## config.mk

```make
export PLATFORM = sky130hd
export DESIGN_NAME = i2c_target
export DESIGN_NICKNAME = d
export VERILOG_FILES = /design/src/rtl/i2c_pkg.sv /design/src/rtl/i2c_sync_edge.sv /design/src/rtl/i2c_target.sv
export SDC_FILE = /design/constraint.sdc
export NUM_CORES = 1
export LEC_CHECK = 0
export BUFFER_PORTS_ARGS = -buffer_cell sky130_fd_sc_hd__buf_2
export CORE_ASPECT_RATIO = 0.8
export CORE_MARGIN = 2
export CORE_UTILIZATION = 45
export DETAILED_ROUTE_END_ITERATION = 7
export PLACE_DENSITY = 0.67
export RECOVER_POWER = 50
export SLEW_MARGIN = 20
export SYNTH_ARGS = -nofsm -noshare
export SYNTH_HDL_FRONTEND = slang
export SYNTH_HIERARCHICAL = 1
export SYNTH_SLANG_ARGS = --single-unit
```

## constraint.sdc

```tcl
create_clock -name clk -period 4.1 [get_ports clk]
set_clock_uncertainty 0.15 [all_clocks]
set_input_delay 0.615 -clock clk [delete_from_list [all_inputs] [get_ports clk]]
set_output_delay 0.615 -clock clk [all_outputs]
set_load 0.01 [all_outputs]
```

## src/rtl/i2c_pkg.sv

```systemverilog
// Shared types and constants for the I2C register target.
package i2c_pkg;

    typedef enum logic [3:0] {
        ST_IDLE,
        ST_DEV_ADDR,
        ST_DEV_ACK,
        ST_REG_ADDR,
        ST_REG_ACK,
        ST_WR_DATA,
        ST_WR_ACK,
        ST_RD_DATA,
        ST_RD_ACK,
        ST_IGNORE
    } state_t;

    localparam logic I2C_ACK   = 1'b0;
    localparam logic I2C_NACK  = 1'b1;
    localparam logic I2C_WRITE = 1'b0;
    localparam logic I2C_READ  = 1'b1;
    localparam int   BYTE_BITS = 8;

endpackage

```

## src/rtl/i2c_sync_edge.sv

```systemverilog
// Synchronizes one async bus pin and reports its level, previous sample and edges.
module i2c_sync_edge #(
    parameter int SYNC_STAGES = 2
) (
    input  logic clk,
    input  logic reset,
    input  logic pin,
    output logic level,
    output logic prev,
    output logic rise,
    output logic fall
);

    logic [SYNC_STAGES-1:0] sync;

    // Reset to the idle-high bus level so no edge is seen right after reset on an idle bus.
    always_ff @(posedge clk) begin
        if (!reset) begin
            sync <= '1;
            prev <= 1'b1;
        end else begin
            sync <= {sync[SYNC_STAGES-2:0], pin};
            prev <= sync[SYNC_STAGES-1];
        end
    end

    assign level = sync[SYNC_STAGES-1];
    assign rise  = level & ~prev;
    assign fall  = ~level & prev;

endmodule

```

## src/rtl/i2c_target.sv

```systemverilog
// I2C target with a byte-wide register port: pointer write, burst write, burst read.
module i2c_target
    import i2c_pkg::*;
#(
    parameter logic [6:0] DEV_ADDR    = 7'h1A,
    parameter int         SYNC_STAGES = 2
) (
    input  logic       clk,
    input  logic       reset,
    input  logic       scl_i,
    input  logic       sda_i,
    output logic       sda_oe,
    output logic [7:0] reg_addr,
    output logic       reg_wr_en,
    output logic [7:0] reg_wr_data,
    output logic       reg_rd_en,
    input  logic [7:0] reg_rd_data,
    output logic       busy
);

    logic scl_lvl, scl_prev, scl_rise, scl_fall;
    logic sda_lvl, sda_prev, sda_rise, sda_fall;

    i2c_sync_edge #(.SYNC_STAGES(SYNC_STAGES)) u_scl (
        .clk(clk), .reset(reset), .pin(scl_i),
        .level(scl_lvl), .prev(scl_prev), .rise(scl_rise), .fall(scl_fall)
    );

    i2c_sync_edge #(.SYNC_STAGES(SYNC_STAGES)) u_sda (
        .clk(clk), .reset(reset), .pin(sda_i),
        .level(sda_lvl), .prev(sda_prev), .rise(sda_rise), .fall(sda_fall)
    );

    state_t     state, state_next;
    logic [2:0] bit_cnt;
    logic [7:0] shift;
    logic       rw;
    logic       wr_pend;

    logic start_det, stop_det, bus_cond;
    logic last_bit, rx_state, ack_state, addr_hit, load_rd;
    logic [7:0] byte_in;

    assign start_det = sda_fall & scl_lvl & scl_prev;
    assign stop_det  = sda_rise & scl_lvl & scl_prev;
    assign bus_cond  = start_det | stop_det;

    assign last_bit  = (bit_cnt == 3'(BYTE_BITS - 1));
    assign byte_in   = {shift[6:0], sda_lvl};
    assign addr_hit  = (byte_in[7:1] == DEV_ADDR) && (byte_in[7:1] != 7'h00);
    assign rx_state  = (state == ST_DEV_ADDR) || (state == ST_REG_ADDR) || (state == ST_WR_DATA);
    assign ack_state = (state == ST_DEV_ACK) || (state == ST_REG_ACK) || (state == ST_WR_ACK);

    // In an ACK state sda_oe doubles as the phase flag: set means the ACK bit is on the bus.
    assign load_rd = ~bus_cond & scl_fall &
                     (((state == ST_DEV_ACK) & sda_oe & (rw == I2C_READ)) | (state == ST_RD_ACK));

    assign reg_rd_en = load_rd;
    assign reg_wr_en = wr_pend & ~bus_cond;

    always_comb begin
        state_next = state;
        if (start_det) begin
            state_next = ST_DEV_ADDR;
        end else if (stop_det) begin
            state_next = ST_IDLE;
        end else begin
            case (state)
                ST_DEV_ADDR: if (scl_rise && last_bit) state_next = addr_hit ? ST_DEV_ACK : ST_IGNORE;
                ST_DEV_ACK:  if (scl_fall && sda_oe)   state_next = (rw == I2C_READ) ? ST_RD_DATA : ST_REG_ADDR;
                ST_REG_ADDR: if (scl_rise && last_bit) state_next = ST_REG_ACK;
                ST_REG_ACK:  if (scl_fall && sda_oe)   state_next = ST_WR_DATA;
                ST_WR_DATA:  if (scl_rise && last_bit) state_next = ST_WR_ACK;
                ST_WR_ACK:   if (scl_fall && sda_oe)   state_next = ST_WR_DATA;
                ST_RD_DATA:  if (scl_fall && last_bit) state_next = ST_RD_ACK;
                ST_RD_ACK: begin
                    if (scl_rise && sda_lvl == I2C_NACK) state_next = ST_IGNORE;
                    else if (scl_fall)                   state_next = ST_RD_DATA;
                end
                default: ;
            endcase
        end
    end

    always_ff @(posedge clk) begin
        if (!reset) begin
            state       <= ST_IDLE;
            bit_cnt     <= '0;
            shift       <= '0;
            rw          <= I2C_WRITE;
            sda_oe      <= 1'b0;
            busy        <= 1'b0;
            reg_addr    <= '0;
            reg_wr_data <= '0;
            wr_pend     <= 1'b0;
        end else begin
            state   <= state_next;
            wr_pend <= 1'b0;
            if (bus_cond) begin
                bit_cnt <= '0;
                sda_oe  <= 1'b0;
                busy    <= 1'b0;
            end else begin
                if (scl_rise && rx_state) begin
                    shift   <= byte_in;
                    bit_cnt <= bit_cnt + 3'd1;
                    if (last_bit) begin
                        case (state)
                            ST_DEV_ADDR: if (addr_hit) begin
                                busy <= 1'b1;
                                rw   <= sda_lvl;
                            end
                            ST_REG_ADDR: reg_addr <= byte_in;
                            ST_WR_DATA: begin
                                wr_pend     <= 1'b1;
                                reg_wr_data <= byte_in;
                            end
                            default: ;
                        endcase
                    end
                end
                if (load_rd) begin
                    shift   <= reg_rd_data;
                    sda_oe  <= ~reg_rd_data[7];
                    bit_cnt <= '0;
                end else if (state == ST_RD_DATA && scl_fall) begin
                    bit_cnt <= bit_cnt + 3'd1;
                    if (last_bit) begin
                        sda_oe   <= 1'b0;
                        reg_addr <= reg_addr + 8'd1;
                    end else begin
                        sda_oe <= ~shift[6];
                        shift  <= {shift[6:0], 1'b0};
                    end
                end else if (ack_state && scl_fall) begin
                    sda_oe <= ~sda_oe;
                    if (state == ST_WR_ACK && sda_oe) reg_addr <= reg_addr + 8'd1;
                end
                if (state == ST_RD_ACK && scl_rise && sda_lvl == I2C_NACK) busy <= 1'b0;
            end
        end
    end

endmodule
```

==> results.py <==
metrics = {
    "power_and_ir_drop": {
        "peakVddDrop_v": 0.000238,
        "power.share.clock": 0.441,
        "leakage_uw": 0.000895,
        "p_seq_frac": 0.509,
        "power.density_nw_per_um2": 317,
        "switchingPower_uw": 180,
        "p_int_uw": 606,
        "p_comb_frac": 0.049,
        "power.share.switching": 0.229,
    },
    "floorplanning": {
        "core_um2": 4650,
        "die_w_um": 82.1,
        "dieArea_um2": 5450,
        "rows": 22,
        "die_y_um": 66.4,
        "io_pins": 32,
        "initial_core_util": 0.471,
    },
    "min_path": {
        "hold-path-endpoint": "u_scl/sync[1]",
        "hold_start": "u_scl/sync[0]",
        "min_delay_path_depth": 1,
        "hold_path_class": "reg2reg",
    },
    "critical_path": {
        "path_cells": "nor2b_1, o211ai_2, nand2b_1, inv_2, buf_2",
        "r2r_end": "reg_addr[6]",
        "slowest_delay_ns": 0.43,
        "critPathSlowestCell": "nor2b_1",
        "worstPathArrival_ns": 1.97,
        "startpoint": "u_scl/prev",
        "cp-end-kind": "primary output",
        "r2r_setup_slack_ns": 1.62,
        "required_ns": 3.34,
        "cp_num_buf_inv": 2,
        "critPathLaunchType": "register",
        "rr_worst_depth": 6,
        "crit_type": "reg2out",
        "rr_startpoint": "u_scl/sync[1]",
        "worstPathMaxFanout": 6,
        "crit_family": "simple AND/OR/NAND/NOR gates",
    },
    "global_routing": {
        "grt_use_total": 0.217,
        "grt_pass1_wl_um": 8830,
        "grt_max_degree": 19,
        "grt_overflow": 0,
        "antenna_found_initial": 0,
        "grt_pass1_vias": 1762,
    },
    "timing": {
        "hold_violations": 0,
        "max_slew_margin": 0.482,
        "hold-worst-slack_ns": 0.261,
        "setup_viol": 0,
        "rsz0062_at_grt": "false",
        "fin_crit_ns": 2.74,
        "tightest_slew_ns": 0.774,
        "max_freq_mhz": 365,
        "fin_tns_setup_ns": 0,
        "maxSlewViolCount": 0,
        "fin_crit_sh": 0.668,
        "setup_slack_ns": 1.36,
    },
    "status": {
        "status": "completed",
    },
    "synth": {
        "synth-main-ff-cell": "dfxtp_1",
        "netlist-cell-type-count": 56,
        "syn_area_um2": 2190,
        "ys_seq_area_frac": 0.365,
        "ys_warn_count": 6,
        "synth_area_leaders": "dfxtp_1 (37%), mux2i_1 (8.2%), nor2_1 (4.8%)",
        "syn_inst": 244,
        "synthArstFlopShare": 0,
        "syn_nets": 259,
        "syn_avg_cell_area_um2": 8.99,
        "synth_seq_cells": 40,
        "synth-edff-count": 0,
        "synth_top_area_share": 0.365,
        "synth_top_area_cell": "dfxtp_1",
    },
    "placed_design": {
        "numPortBuffers": 31,
        "gp_congestion": 0.947,
        "dp_hpwl_um": 3830,
        "place_ws_ns": 1.68,
    },
    "clock_network": {
        "tritoncts": "built",
        "clk_pin_slew_ns": 0.08,
        "insertion_delay_ns": 0.30,
        "post_cts_buffers": 0,
        "hold_buffers": 0,
        "numClockSinks": 40,
        "h-tree-depth": 2,
        "cts_buffers": 5,
        "ctsRootBufferMaster": "clkbuf_8",
        "cts_resized": 0,
        "cts_buffer_depth": 2,
    },
    "detailed_routing": {
        "detail-route-antenna-nets": 0,
        "avgRoutedWirePerCell_um": 15.8,
        "drc": 0,
        "viasPerCell": 5.91,
        "routed_wl_um": 5300,
        "drt_iter0_drc": 201,
        "dr.pass1.iters": 4,
        "num_vias": 1980,
    },
    "cells_and_area": {
        "drive_gt1_frac": 0.149,
        "final_common_cell": "dfxtp_1",
        "nets": 289,
        "n_antenna_cell": 0,
        "utilization": 0.533,
        "layout_common_cells": "dfxtp_1 (40), nor2_1 (28), clkbuf_1 (19)",
        "area_growth_pct": 12.9,
    },
    "job": {
        "maxCapViolations": 0,
    },
}
## stage by stage
step	cells	cell area [µm²]	total power (µW)
2_1_floorplan	244	2190	432
3_3_place_gp	327	2390	449
3_5_place_dp	327	2390	449
4_1_cts	335	2510	794
5_1_grt	335	2480	814
6_report	335	2480	786
## cells by family (layout without fill, tap and decap cells)
kind of cell             Yosys count  count (layout)  synth area share
adder cells (fa/ha/maj)            3               3            0.0171
flip-flops                        40              40             0.365
buffers and inverters             17              48            0.0376
multiplexers                      23              23             0.108
AO/OA/AOI/OAI                     65              65             0.225
AND/OR/NAND/NOR                   93              93             0.235
XOR/XNOR                           3               3            0.0120
## power by group through the flow
stage | clock [µW] | combinational [µW] | sequential, µW
6_report | 347 | 38.7 | 400
5_1_grt | 369 | 43.0 | 402
4_1_cts | 354 | 39.1 | 400
3_5_place_dp | 0 | 39.1 | 410
3_3_place_gp | 0 | 39.3 | 409
2_1_floorplan | 0 | 26.2 | 405
## worst max-delay path by stage
stage	to	cells after the start	slack, ns
after floorplan	reg_addr[6]	7	2.06
after global placement	reg_addr[6]	6	1.70
after detailed placement	reg_rd_en	5	1.68
after CTS	reg_rd_en	5	1.35
after global routing	reg_rd_en	5	1.20
final	reg_rd_en	5	1.36
## sequential cells by signal, indices dropped and copies added (netlist names)
signal	flops
wr_pend	1
u_scl/prev	1
u_scl/sync	2
busy	1
state	4
sda_oe	1
rw	1
reg_addr	8
shift	7
reg_wr_data	8
bit_cnt	3
u_sda/prev	1
u_sda/sync	2
## cells in the mapped netlist, types with 2 or more instances
cell,count
xor2_1,2
nand2b_1,8
nand2_1,16
a32oi_1,2
ha_1,3
o211a_1,3
o211ai_1,5
and2_1,4
nor2b_1,6
nor2_1,28
o311ai_0,2
mux2i_1,18
a22oi_1,2
buf_2,3
a31oi_1,5
o21ai_1,2
mux2_2,5
o2bb2ai_1,2
a211oi_2,5
inv_1,4
o21ai_0,10
nand3_1,8
buf_6,2
a22o_1,3
and3_1,2
nand4b_2,2
a21oi_1,12
nor4_1,2
o41ai_1,2
a311oi_1,2
nor3_1,5
clkbuf_1,6
dfxtp_1,40
## area by class of cell
| type | instances | area, µm² |
|---|---|---|
| clock buffer | 6 | 82.6 |
| clock inverter | 2 | 38.8 |
| fill | 446 | 2170 |
| inverter | 6 | 22.5 |
| multi-input combinational | 187 | 1300 |
| sequential | 40 | 801 |
| tap | 60 | 75.1 |
| timing repair buffer | 34 | 154 |
## metal layers
metal,vias up,wire (µm),share of wire,global-route usage
met1,918,2560,0.48,0.326
met3,8,478,0.090,0.0464
met5,-,0,0,0
met4,0,76,0.014,0.0896
li1,972,-,-,-
met2,82,2190,0.41,0.294
No activity file was read; power rests on OpenSTA's default activity.
